$ cat config.mk
export PLATFORM = sky130hd
export DESIGN_NAME = uart_rx_unit
export DESIGN_NICKNAME = d
export VERILOG_FILES = /design/src/rtl/uart_rx_unit.sv
export SDC_FILE = /design/constraint.sdc
export NUM_CORES = 1
export LEC_CHECK = 0
export CAP_MARGIN = 20
export CORE_ASPECT_RATIO = 2
export CORE_MARGIN = 1.5
export CORE_UTILIZATION = 51
export DETAILED_ROUTE_END_ITERATION = 8
export DONT_BUFFER_PORTS = 1
export PLACE_DENSITY_LB_ADDON = 0.25
export SKIP_CTS_REPAIR_TIMING = 1
export SLEW_MARGIN = 5
export SYNTH_ARGS = -nofsm -noshare
export SYNTH_HDL_FRONTEND = slang
export SYNTH_SLANG_ARGS = --single-unit
$ cat constraint.sdc
create_clock -name i_clock -period 6.4 [get_ports i_clock]
set_input_delay 0.96 -clock i_clock [delete_from_list [all_inputs] [get_ports i_clock]]
set_output_delay 0.96 -clock i_clock [all_outputs]
set_load 0.005 [all_outputs]
$ cat src/rtl/uart_rx_unit.sv
// uart_rx_unit: 16x-oversampled LSB-first UART receiver with its own baud tick.
// Define UART_RX_PARITY_EN to add an even-parity bit and the o_parity_err port.
module uart_rx_unit #(
  parameter int NB_DATA   = 8,
  parameter int SB_TICK   = 16,
  parameter int CLK_FREQ  = 50_000_000,
  parameter int BAUD_RATE = 9600
) (
  input  logic               i_clock,
  input  logic               i_reset,
  input  logic               i_rx,
  output logic [NB_DATA-1:0] o_data_rx,
  output logic               o_rx_done,
  output logic               o_frame_err,
  output logic               o_busy
`ifdef UART_RX_PARITY_EN
  ,
  output logic               o_parity_err
`endif
);

  localparam int DIVISOR = CLK_FREQ / (BAUD_RATE * 16);
  localparam int CW = (DIVISOR > 1) ? $clog2(DIVISOR) : 1;
  localparam int NW = (NB_DATA > 1) ? $clog2(NB_DATA) : 1;

  if (DIVISOR < 1) begin : g_div_chk
    $error("uart_rx_unit: CLK_FREQ too low for BAUD_RATE*16");
  end

  typedef enum logic [2:0] {
    S_IDLE,
    S_START,
    S_DATA,
`ifdef UART_RX_PARITY_EN
    S_PARITY,
`endif
    S_STOP,
    S_BREAK
  } state_t;

  logic [CW-1:0]      cnt_q;
  logic               tick;
  logic [1:0]         sync_q;
  logic               rx_s;
  state_t             state_q;
  logic [3:0]         s_q;
  logic [NW-1:0]      n_q;
  logic [NB_DATA-1:0] shift_q;
  logic [NB_DATA-1:0] data_q;
  logic               done_q;
  logic               ferr_q;
`ifdef UART_RX_PARITY_EN
  logic               perr_q;
  logic               pbad_q;
`endif

  assign tick = (cnt_q == CW'(DIVISOR - 1));
  assign rx_s = sync_q[1];

  always_ff @(posedge i_clock or negedge i_reset) begin
    if (!i_reset) begin
      cnt_q <= '0;
    end else if (tick) begin
      cnt_q <= '0;
    end else begin
      cnt_q <= cnt_q + 1'b1;
    end
  end

  // Preset to idle-high so reset release never looks like a start edge.
  always_ff @(posedge i_clock or negedge i_reset) begin
    if (!i_reset) begin
      sync_q <= 2'b11;
    end else begin
      sync_q <= {sync_q[0], i_rx};
    end
  end

  always_ff @(posedge i_clock or negedge i_reset) begin
    if (!i_reset) begin
      state_q <= S_IDLE;
      s_q     <= '0;
      n_q     <= '0;
      shift_q <= '1;
      data_q  <= '0;
      done_q  <= 1'b0;
      ferr_q  <= 1'b0;
`ifdef UART_RX_PARITY_EN
      perr_q  <= 1'b0;
      pbad_q  <= 1'b0;
`endif
    end else begin
      done_q <= 1'b0;
      ferr_q <= 1'b0;
`ifdef UART_RX_PARITY_EN
      perr_q <= 1'b0;
`endif
      unique case (state_q)
        S_IDLE: begin
          if (!rx_s) begin
            state_q <= S_START;
            s_q     <= '0;
          end
        end
        S_START: begin
          if (tick) begin
            if (s_q == 4'd7) begin
              if (!rx_s) begin
                state_q <= S_DATA;
                s_q     <= '0;
                n_q     <= '0;
              end else begin
                state_q <= S_IDLE;
              end
            end else begin
              s_q <= s_q + 4'd1;
            end
          end
        end
        S_DATA: begin
          if (tick) begin
            if (s_q == 4'd15) begin
              shift_q <= {rx_s, shift_q[NB_DATA-1:1]};
              s_q     <= '0;
              if (n_q == NW'(NB_DATA - 1)) begin
`ifdef UART_RX_PARITY_EN
                state_q <= S_PARITY;
`else
                state_q <= S_STOP;
`endif
              end else begin
                n_q <= n_q + 1'b1;
              end
            end else begin
              s_q <= s_q + 4'd1;
            end
          end
        end
`ifdef UART_RX_PARITY_EN
        S_PARITY: begin
          if (tick) begin
            if (s_q == 4'd15) begin
              s_q     <= '0;
              state_q <= S_STOP;
              if (rx_s != ^shift_q) begin
                perr_q <= 1'b1;
                pbad_q <= 1'b1;
              end
            end else begin
              s_q <= s_q + 4'd1;
            end
          end
        end
`endif
        S_STOP: begin
          if (tick) begin
            if (s_q == 4'(SB_TICK - 1)) begin
`ifdef UART_RX_PARITY_EN
              pbad_q <= 1'b0;
`endif
              if (rx_s) begin
                state_q <= S_IDLE;
`ifdef UART_RX_PARITY_EN
                if (!pbad_q) begin
                  data_q <= shift_q;
                  done_q <= 1'b1;
                end
`else
                data_q <= shift_q;
                done_q <= 1'b1;
`endif
              end else begin
                ferr_q  <= 1'b1;
                state_q <= S_BREAK;
              end
            end else begin
              s_q <= s_q + 4'd1;
            end
          end
        end
        S_BREAK: begin
          if (rx_s) begin
            state_q <= S_IDLE;
          end
        end
        default: state_q <= S_IDLE;
      endcase
    end
  end

  assign o_data_rx   = data_q;
  assign o_rx_done   = done_q;
  assign o_frame_err = ferr_q;
  assign o_busy      = (state_q != S_IDLE);
`ifdef UART_RX_PARITY_EN
  assign o_parity_err = perr_q;
`endif

endmodule

==> impl_metrics.ini <==
[clock_network]
clock_path_buffers = 2
cts_tree = done
cts_buffers = 5
clkTransAtPathRegs_ns = 0.08
htreeDepth = 2
clk-insertion-delay-late_ns = 0.29
numClockSinks = 39
cts-root-buf = clkbuf_8

[global_routing]
grt_pass1_wl_mm = 5.768
grt_max_degree = 40
grt-ovfl-total = 0
grt.total_usage_pct = 19.64
grt_pass1_vias = 1243
antenna_found_initial = 0

[worst_setup_path]
required_ns = 5.44
worst-setup-path-type = reg -> out
crit_buf_inv = 0
worstPathCellList = or3_1
cp_slowest_cell = dfrtp_1
cp-start-kind = register
crit_fanout = 13
critical_path.max_stage_delay_ns = 0.55
cp-end-kind = output port
arrival_ns = 1.27
cp_top_family = flip-flops

[cells_and_area]
layout_commonest_cell = dfrtp_1
regArea_um2 = 988.4
fin_nets = 170
multi_input_area_um2 = 862.1
fin_util_pct = 55.88
n_antenna_cell = 0
nFillCells = 315
area_growth_pct = 5.363
drive_above_1_share_pct = 26.38
final_cell_mix = 29 x dfrtp_1, 18 x mux2_2, 12 x nand2_1, 10 x dfstp_2, 9 x nor2_1

[placement]
port-buffer-count = 0
gp_congestion = 0.8938
place_hpwl_mm = 2.505

[flow_run]
drv_cap = 0

[logic_synthesis]
synth_edf_count = 0
synth_seq_area_share_pct = 51.67
synth_seq_cells = 39
syn_area_per_cell_um2 = 11.74
synth_top_area_share_pct = 37.93
synth_area_leader_cell = dfrtp_1
synth_nets = 171
syn_area_mm2 = 0.001913
ys_types = 49
ys.warnings.count = 0
synth_area_leaders = dfrtp_1 38%, dfstp_2 14%, mux2_2 11%
async_flop_share_pct = 100.0
syn_inst = 163
synth_flop_cell = dfrtp_1

[sta]
relSlewSlack_pct = 63.79
rsz0062_at_grt = false
tns_ns = 0
setup_viol_count_final = 0
slew_violations = 0
max_freq_mhz = 447.9
fin_crit_sh_pct = 34.88
hold_viol = 0
min_period_ns = 2.233
skew_ns = 0.005154
worstMarginPinSlew_ns = 0.5356

[power_and_ir_drop]
p_per_area_mw_per_mm2 = 204.1
p_leak_nw = 0.8776
vdd_drop_max_mv = 0.1737

[floorplan]
pin_count = 14
core_mm2 = 0.003607
die_w_um = 46.31
core.rowCount = 31
die_y_um = 89.62
initial_core_util_pct = 53.04
die_area_mm2 = 0.004150

[min_path]
hp-class = in -> async

[route]
drc = 0
wirelength_mm = 3.455
wire_per_inst_um = 16.30
num_vias = 1258
ant_nets = 0
first_pass_iters = 4
routed_via_density = 5.934
drtIter0Drc = 29

[run_status]
outcome = completed
-- report_power, final --
| group | internal (W) | leakage [nW] | switching [W] |
|---|---|---|---|
| combinational | 0.000000379 | 0.348 | 0.000000333 |
| sequential | 0.000248 | 0.489 | 0.00000108 |
| clock | 0.0000757 | 0.0402 | 0.0000861 |
-- final cells by class --
cell class                 instances  area share, %
tap                               49          3.042
clock buffer                       5          3.414
inverter                           4         0.7449
sequential                        39          49.04
clock inverter                     3         0.9932
multi-input combinational        112          42.77
-- cells in the mapped netlist, drive strengths merged, types with 5 or more instances --
| library cell | count |
|---|---|
| ha | 5 |
| mux2 | 18 |
| nand3 | 7 |
| xnor2 | 6 |
| dfstp | 10 |
| nand2 | 12 |
| nor2 | 10 |
| dfrtp | 29 |
| o21ai | 5 |
-- final timing paths --
path | startpoint | end | slack (ns) | cells after the start
hold / removal | i_reset | o_data_rx[4]$_DFFE_PN0P_ | 0.35 | 0
max in group asynchronous | i_reset | shift_q[1]$_DFFE_PN1P_ | 5.86 | 0
min in group i_clock | sync_q[0]$_DFF_PN1_ | sync_q[1]$_DFF_PN1_ | 0.36 | 0
setup / recovery | state_q[0]$_DFFE_PN0P_ | o_busy | 4.17 | 1
hold reg to reg | sync_q[0]$_DFF_PN1_ | sync_q[1]$_DFF_PN1_ | 0.36 | 0
setup reg to reg | cnt_q[3]$_DFF_PN0_ | shift_q[1]$_DFFE_PN1P_ | 4.20 | 4
-- through the flow --
stage	setup slack (ns)	instance area (um2)	std cells	power [W]	hold slack [ns]
2_1_floorplan	4.391	1913	163	0.0002537	0.3452
3_3_place_gp	4.261	1927	204	0.0002540	0.3458
3_5_place_dp	4.190	1927	204	0.0002541	0.3546
4_1_cts	4.168	2016	212	0.0004170	0.3447
5_1_grt	4.083	2016	212	0.0004307	0.3251
6_report	4.167	2016	212	0.0004114	0.3520
-- worst reg2reg max path, stage by stage (launching register included) --
cell and delay (ns):
dfrtp_1 0.43, or4b_4 0.60, nor4b_4 0.27, and4_1 0.44
mux2_2 0.38
-- sequential cells by signal, summed over array words and instances (netlist names) --
name,flops
shift_q,8
cnt_q,9
state_q,3
o_data_rx,8
o_rx_done,1
n_q,3
o_frame_err,1
sync_q,2
s_q,4
-- cells by family after synthesis --
kind of cell / share of synthesized area (%)
compound gates: 9.681
xor+xnor: 3.663
fa+ha+maj: 3.270
buf+inv: 3.270
flops: 51.67
mux: 10.59
simple gates: 17.86
-- layer usage --
metal  global-route usage (%)  share of wire, %
met1                    21.72                38
met2                    32.95                54
met3                    4.200               3.4
met4                    11.69               3.7
met5                        0                 0
Note: power is estimated with default switching activity, not from simulation.
